File: src/rtl/spram_arbiter_pkg.sv
// Shared types and default sizes for the two-requester single-port RAM arbiter.
package spram_pkg;

  localparam int DEF_W        = 8;
  localparam int DEF_D        = 16;
  localparam int DEF_ADDR_LEN = 4;

  typedef enum logic [1:0] {
    IDLE  = 2'd0,
    ISSUE = 2'd1,
    RDATA = 2'd2,
    ERR   = 2'd3
  } state_t;

  // Command layout at the default sizes; instances with other sizes use the same field order.
  typedef struct packed {
    logic                    wrd;
    logic [DEF_ADDR_LEN-1:0] addr;
    logic [DEF_W-1:0]        wdata;
    logic                    id;
  } cmd_t;

  function automatic logic addr_oor(input int unsigned addr, input int unsigned depth);
    return addr >= depth;
  endfunction

endpackage

File: src/rtl/spram_arbiter_if.sv
// Requester-side command/response bundle and the RAM-side command bundle.
interface spram_arbiter_if #(
  parameter int W        = spram_pkg::DEF_W,
  parameter int ADDR_LEN = spram_pkg::DEF_ADDR_LEN
);
  logic                valid;
  logic                ready;
  logic                wrd;
  logic [ADDR_LEN-1:0] addr;
  logic [W-1:0]        wdata;
  logic                rsp_valid;
  logic [W-1:0]        rsp_rdata;
  logic                rsp_err;

  modport master (output valid, wrd, addr, wdata, input ready, rsp_valid, rsp_rdata, rsp_err);
  modport slave  (input valid, wrd, addr, wdata, output ready, rsp_valid, rsp_rdata, rsp_err);
endinterface

interface spram_ram_if #(
  parameter int W        = spram_pkg::DEF_W,
  parameter int ADDR_LEN = spram_pkg::DEF_ADDR_LEN
);
  logic                valid;
  logic                ready;
  logic                wrd;
  logic [ADDR_LEN-1:0] address;
  logic [W-1:0]        wdata;
  logic [W-1:0]        rdata;

  modport master (output valid, wrd, address, wdata, input ready, rdata);
  modport slave  (input valid, wrd, address, wdata, output ready, rdata);
endinterface

File: src/rtl/spram_arbiter_rr_arb2.sv
// Two-way grant selector: combinational grant, pointer remembers the last granted requester.
// SPRAM_ARB_FIXED_PRIO_EN selects fixed priority (requester 0 always wins, no pointer).
module rr_arb2 (
  input  logic       clk,
  input  logic       rst,
  input  logic [1:0] req,
  input  logic       accept,
  output logic [1:0] grant
);

`ifdef SPRAM_ARB_FIXED_PRIO_EN
  assign grant = {req[1] & ~req[0], req[0]};
`else
  logic ptr_q;

  always_comb begin
    // NOTE: defaulting every always_comb output first keeps the block free of inferred latches.
    grant = 2'b00;
    if (req[0] && req[1]) grant = ptr_q ? 2'b01 : 2'b10;
    else if (req[0])      grant = 2'b01;
    else if (req[1])      grant = 2'b10;
  end

  // Pointer resets to 1 so requester 0 wins the first contention.
  always_ff @(posedge clk or negedge rst) begin
    if (!rst)                    ptr_q <= 1'b1;
    else if (accept && |grant)   ptr_q <= grant[1];
  end
`endif

endmodule

File: src/rtl/spram_arbiter.sv
// Shares one single-port RAM between two requesters; one command in flight at a time.
// Define SPRAM_ARB_FIXED_PRIO_EN for fixed priority to requester 0 instead of round-robin.
module spram_arbiter
  import spram_pkg::*;
#(
  parameter int W        = DEF_W,
  parameter int D        = DEF_D,
  parameter int ADDR_LEN = DEF_ADDR_LEN
) (
  input  logic            clk,
  input  logic            rst,
  spram_arbiter_if.slave  req0,
  spram_arbiter_if.slave  req1,
  spram_ram_if.master     ram
);

  typedef struct packed {
    logic                wrd;
    logic [ADDR_LEN-1:0] addr;
    logic [W-1:0]        wdata;
    logic                id;
  } inst_cmd_t;

  state_t           state_q;
  inst_cmd_t        cmd_q;
  inst_cmd_t        sel_cmd;
  logic             ram_valid_q;
  logic [1:0]       rsp_valid_q;
  logic [1:0]       rsp_err_q;
  logic [1:0][W-1:0] rsp_rdata_q;
  logic [1:0]       grant;
  logic             accept;

  rr_arb2 u_arb (
    .clk    (clk),
    .rst    (rst),
    .req    ({req1.valid, req0.valid}),
    .accept (accept),
    .grant  (grant)
  );

  assign accept     = (state_q == IDLE) && |grant;
  assign req0.ready = (state_q == IDLE) && grant[0];
  assign req1.ready = (state_q == IDLE) && grant[1];

  always_comb begin
    sel_cmd    = '0;
    sel_cmd.id = grant[1];
    if (grant[1]) begin
      sel_cmd.wrd   = req1.wrd;
      sel_cmd.addr  = req1.addr;
      sel_cmd.wdata = req1.wdata;
    end else begin
      sel_cmd.wrd   = req0.wrd;
      sel_cmd.addr  = req0.addr;
      sel_cmd.wdata = req0.wdata;
    end
  end

  // NOTE: all state uses non-blocking assignments so every register samples pre-edge values.
  always_ff @(posedge clk or negedge rst) begin
    if (!rst) begin
      state_q     <= IDLE;
      cmd_q       <= '0;
      ram_valid_q <= 1'b0;
      rsp_valid_q <= '0;
      rsp_err_q   <= '0;
      rsp_rdata_q <= '0;
    end else begin
      rsp_valid_q <= '0;
      rsp_err_q   <= '0;
      unique case (state_q)
        IDLE: begin
          if (accept) begin
            cmd_q <= sel_cmd;
            if (addr_oor(32'(sel_cmd.addr), D)) begin
              state_q <= ERR;
            end else begin
              state_q     <= ISSUE;
              ram_valid_q <= 1'b1;
            end
          end
        end
        ISSUE: begin
          if (ram.ready) begin
            ram_valid_q <= 1'b0;
            state_q     <= cmd_q.wrd ? IDLE : RDATA;
          end
        end
        RDATA: begin
          rsp_valid_q[cmd_q.id] <= 1'b1;
          rsp_rdata_q[cmd_q.id] <= ram.rdata;
          state_q               <= IDLE;
        end
        ERR: begin
          rsp_valid_q[cmd_q.id] <= 1'b1;
          rsp_err_q[cmd_q.id]   <= 1'b1;
          rsp_rdata_q[cmd_q.id] <= '0;
          state_q               <= IDLE;
        end
        default: state_q <= IDLE;
      endcase
    end
  end

  assign ram.valid   = ram_valid_q;
  assign ram.wrd     = cmd_q.wrd;
  assign ram.address = cmd_q.addr;
  assign ram.wdata   = cmd_q.wdata;

  assign req0.rsp_valid = rsp_valid_q[0];
  assign req0.rsp_err   = rsp_err_q[0];
  assign req0.rsp_rdata = rsp_rdata_q[0];
  assign req1.rsp_valid = rsp_valid_q[1];
  assign req1.rsp_err   = rsp_err_q[1];
  assign req1.rsp_rdata = rsp_rdata_q[1];

endmodule

File: src/flat_wrapper.sv
// flat-port wrapper written by rule: the top's interface ports become plain ports
module spram_arbiter_flat import spram_pkg::*;
#(
  parameter int W        = DEF_W,
  parameter int D        = DEF_D,
  parameter int ADDR_LEN = DEF_ADDR_LEN
)
  (clk, rst, req0_valid, req0_wrd, req0_addr, req0_wdata, req0_ready, req0_rsp_valid, req0_rsp_rdata, req0_rsp_err, req1_valid, req1_wrd, req1_addr, req1_wdata, req1_ready, req1_rsp_valid, req1_rsp_rdata, req1_rsp_err, ram_valid, ram_wrd, ram_address, ram_wdata, ram_ready, ram_rdata);
  spram_arbiter_if #(.W(W), .ADDR_LEN(ADDR_LEN)) req0_i ();
  spram_arbiter_if #(.W(W), .ADDR_LEN(ADDR_LEN)) req1_i ();
  spram_ram_if #(.W(W), .ADDR_LEN(ADDR_LEN)) ram_i ();
  input  logic clk;
  input  logic rst;
  input wire logic [$bits(req0_i.valid)-1:0] req0_valid;
  input wire logic [$bits(req0_i.wrd)-1:0] req0_wrd;
  input wire logic [$bits(req0_i.addr)-1:0] req0_addr;
  input wire logic [$bits(req0_i.wdata)-1:0] req0_wdata;
  output wire logic [$bits(req0_i.ready)-1:0] req0_ready;
  output wire logic [$bits(req0_i.rsp_valid)-1:0] req0_rsp_valid;
  output wire logic [$bits(req0_i.rsp_rdata)-1:0] req0_rsp_rdata;
  output wire logic [$bits(req0_i.rsp_err)-1:0] req0_rsp_err;
  input wire logic [$bits(req1_i.valid)-1:0] req1_valid;
  input wire logic [$bits(req1_i.wrd)-1:0] req1_wrd;
  input wire logic [$bits(req1_i.addr)-1:0] req1_addr;
  input wire logic [$bits(req1_i.wdata)-1:0] req1_wdata;
  output wire logic [$bits(req1_i.ready)-1:0] req1_ready;
  output wire logic [$bits(req1_i.rsp_valid)-1:0] req1_rsp_valid;
  output wire logic [$bits(req1_i.rsp_rdata)-1:0] req1_rsp_rdata;
  output wire logic [$bits(req1_i.rsp_err)-1:0] req1_rsp_err;
  output wire logic [$bits(ram_i.valid)-1:0] ram_valid;
  output wire logic [$bits(ram_i.wrd)-1:0] ram_wrd;
  output wire logic [$bits(ram_i.address)-1:0] ram_address;
  output wire logic [$bits(ram_i.wdata)-1:0] ram_wdata;
  input wire logic [$bits(ram_i.ready)-1:0] ram_ready;
  input wire logic [$bits(ram_i.rdata)-1:0] ram_rdata;
  assign req0_i.valid = req0_valid;
  assign req0_i.wrd = req0_wrd;
  assign req0_i.addr = req0_addr;
  assign req0_i.wdata = req0_wdata;
  assign req0_ready = req0_i.ready;
  assign req0_rsp_valid = req0_i.rsp_valid;
  assign req0_rsp_rdata = req0_i.rsp_rdata;
  assign req0_rsp_err = req0_i.rsp_err;
  assign req1_i.valid = req1_valid;
  assign req1_i.wrd = req1_wrd;
  assign req1_i.addr = req1_addr;
  assign req1_i.wdata = req1_wdata;
  assign req1_ready = req1_i.ready;
  assign req1_rsp_valid = req1_i.rsp_valid;
  assign req1_rsp_rdata = req1_i.rsp_rdata;
  assign req1_rsp_err = req1_i.rsp_err;
  assign ram_valid = ram_i.valid;
  assign ram_wrd = ram_i.wrd;
  assign ram_address = ram_i.address;
  assign ram_wdata = ram_i.wdata;
  assign ram_i.ready = ram_ready;
  assign ram_i.rdata = ram_rdata;
  spram_arbiter #(.W(W), .D(D), .ADDR_LEN(ADDR_LEN)) u_core (.clk(clk), .rst(rst), .req0(req0_i), .req1(req1_i), .ram(ram_i));
endmodule
File: config.mk
export PLATFORM = sky130hd
export DESIGN_NAME = spram_arbiter_flat
export DESIGN_NICKNAME = d
export VERILOG_FILES = /design/src/rtl/spram_arbiter_pkg.sv /design/src/rtl/spram_arbiter_if.sv /design/src/rtl/spram_arbiter_rr_arb2.sv /design/src/rtl/spram_arbiter.sv /design/src/flat_wrapper.sv
export SDC_FILE = /design/constraint.sdc
export NUM_CORES = 1
export LEC_CHECK = 0
export CAP_MARGIN = 20
export CORE_ASPECT_RATIO = 1.5
export CORE_MARGIN = 1
export CORE_UTILIZATION = 40
export CTS_CLUSTER_DIAMETER = 200
export CTS_CLUSTER_SIZE = 25
export DETAILED_ROUTE_END_ITERATION = 16
export PLACE_DENSITY = 0.81
export SLEW_MARGIN = 20
export SYNTH_ARGS = -nofsm -noshare
export SYNTH_HDL_FRONTEND = slang
export SYNTH_SLANG_ARGS = --single-unit
File: constraint.sdc
create_clock -name clk -period 2.4 [get_ports clk]
set_input_delay 0.36 -clock clk [delete_from_list [all_inputs] [get_ports clk]]
set_output_delay 0.36 -clock clk [all_outputs]
set_load 0.01 [all_outputs]
==> results.md <==
* Status: finished, final reports clean
* Number of flops mapped to enable cells by yosys at 0
* Hold crit path type: input pin to async pin
* Via Count at 1416
* Kind of critical path: input pin to output pin
* Final net count at 278
* Final WS setup at 164.9 ps
* Post_cts resized at 0
* Worst setup EP type: output pin
* Vias in the first global route at 1496
* Netlist cell types at 28
* Clk buf depth at 2
* Min cycle time layout at 2235 ps
* RSZ-0062 raised after global routing: false
* Final setup fails at 0
* Drt drc at 0
* Final hold vios at 0
* Initial drt markers at 33
* DP Worst Slack at 156.6 ps
* Largest net degree at the start of global routing at 39
* Tightest Pin Transition at 824.3 ps
* Clock skew at 4.453 ps
* Maximum clock frequency at 447.4 MHz
* Hold-fix buffer count after cts at 0
* CTS tree: done
* Initial antenna violation count at 0
* Ys Warns at 0
* Utilization after layout at 58.98%
* Area grow syn2layout at 42.12%
* Die area at 4640 sq um
* Count leader, synth: nand2_1
* Leading area contributor after synthesis: dfrtp_1
* Layout cells sized above 1 at 10.42%
* Total track usage at 18.26%
* Syn avg cell area at 9.868 sq um
* Area share of the largest cell type after synthesis at 53.01%
* Vias/cell at 4.951
* DP Wirelength at 2792 um
* Post-CTS setup buffer count at 0
* H-tree depth at 2
* Final hold slack at 171.3 ps
* Cells after DPL at 278
* Placement row count at 29
* Final ANT Viol Nets at 0
* Synthesized instance count at 177
* WL per Instance at 13.09 um
* Max-slew headroom at 45.05%
* Slew Limit Fails at 0
* Starting Density at 41.50%
* Die width at 55.96 um
* Synth async-reset ratio at 100.0%
* Top post-synthesis cells by count: nand2_1 (53), dfrtp_1 (37), a21oi_1 (15)
* Peak supply drop at 0.7824 mV
* Port bufs at 74
* Leakage power total at 1.059 nW
* Worst-path fanout max at 4
* Fin crit share at 93.13%
* Number of buffers created by CTS at 5
* Setup tns final at 0 ps
* Clock Pin Slew Worst Setup and Hold Paths at 70 ps
* Cell Area, Synth at 1747 sq um
* Area contributors post-synth: dfrtp_1 (53%), nand2_1 (11%), a31oi_2 (5.7%)
* Main synth FF type: dfrtp_1
* Core ar. at 4209 sq um
* Sequential cell area fraction in the yosys report at 54.51%
* Chip height at 82.93 um
* Root Driver: clkbuf_8
* Pwr Density at 1182 nW/um^2
* Worst Path Required at 2040 ps
* First-pass GRT wire length at 6561 um
* WL final at 3743 um
* Crit start category: input pin
* GRT overflow at 0
* GP Congestion at 0.8107
* I/O pin count at 75
* Worst-Skew Late Latency at 280 ps
* Crit path DAT at 1880 ps
* Initial DRT Pass Iterations at 4
* Diode count at 0
* Max Cap Viol at 0
* #FFs+latches synth at 38
* Clk sinks at 38
* Post-route insts no fill at 286
* Post-Syn Nets at 216
[state kept, by name, indices dropped and copies added (netlist names)]
signal	flops
u_core.state_q	2
u_core.u_arb.ptr_q	1
u_core.ram.wrd	1
u_core.ram.wdata	8
u_core.ram.valid	1
u_core.rsp_err_q	2
u_core.rsp_valid_q	2
u_core.cmd_q	1
u_core.ram.address	4
u_core.req0.rsp_rdata	8
u_core.req1.rsp_rdata	8
[layout make-up]
type | count | area, sq um
well taps | 46 | 57.56
clock inverters | 2 | 10.01
clock buffers | 6 | 72.57
flip-flops and latches | 38 | 952.2
fillers | 381 | 1727
repair buffers | 76 | 750.7
multi-input cells | 113 | 620.6
inverters | 5 | 18.77
[per-layer routing]
metal,part of all wire [%],track usage (%)
met1,37,17.90
met2,55,33.30
met3,6.9,6.386
met4,1.5,8.869
met5,0,0
[kinds of logic (layout without fill, tap and decap cells)]
family	Yosys count	in the layout	synth area share (%)
AND/OR/NAND/NOR	63	63	14.54
AO/OA/AOI/OAI	50	50	20.99
flip-flops	38	38	54.51
buffers and inverters	26	89	9.957
[per-stage QoR]
step / area [sq um] / total power, W
after floorplan: 1747 / 0.001974
after global placement: 2400 / 0.002522
after detailed placement: 2400 / 0.002564
after CTS: 2482 / 0.002983
after global routing: 2482 / 0.003158
final: 2482 / 0.002934
[where the power goes]
group	total, W	switching [W]	internal, W
Combinational	0.00141	0.000647	0.000764
Clock	0.000411	0.000210	0.000201
Sequential	0.00111	0.000171	0.000941
[worst paths after layout]
kind,startpoint,end,slack [ps],cells after the start
max in group asynchronous,rst,u_core.ram.wdata[5]$_DFFE_PN0P_,1710,1
max reg2reg,u_core.state_q[1]$_DFFE_PN0P_,u_core.ram.wdata[0]$_DFFE_PN0P_,1000,4
max,req1_valid,req1_ready,160,4
min,rst,u_core.rsp_valid_q[0]$_DFF_PN0_,170,1
min in group clk,u_core.req1.rsp_rdata[6]$_DFFE_PN0P_,u_core.req1.rsp_rdata[6]$_DFFE_PN0P_,480,2
min reg2reg,u_core.req1.rsp_rdata[6]$_DFFE_PN0P_,u_core.req1.rsp_rdata[6]$_DFFE_PN0P_,480,2
[worst max-delay path, stage by stage]
cell             delay [ps]
clkdlybuf4s50_1         500
a21bo_2                 240
nor3_1                  180
clkdlybuf4s50_1         590
[cells in the final DEF, fill, tap and decap left out, drive strengths merged]
master and instances:
a21oi 15, a22o 1, nor2b 1, a31oi 13
clkbuf 6, or2 1, nor3 2, nor2 4
buf 3, a21boi 1, a21o 1, o21bai 1
clkinv 3, and2 1, nand2 53, dfstp 1
dfrtp 37, inv 4, clkdlybuf4s50 73, o21ai 17
nand2b 1, a21bo 1
No activity file was read; power rests on OpenSTA's default activity.
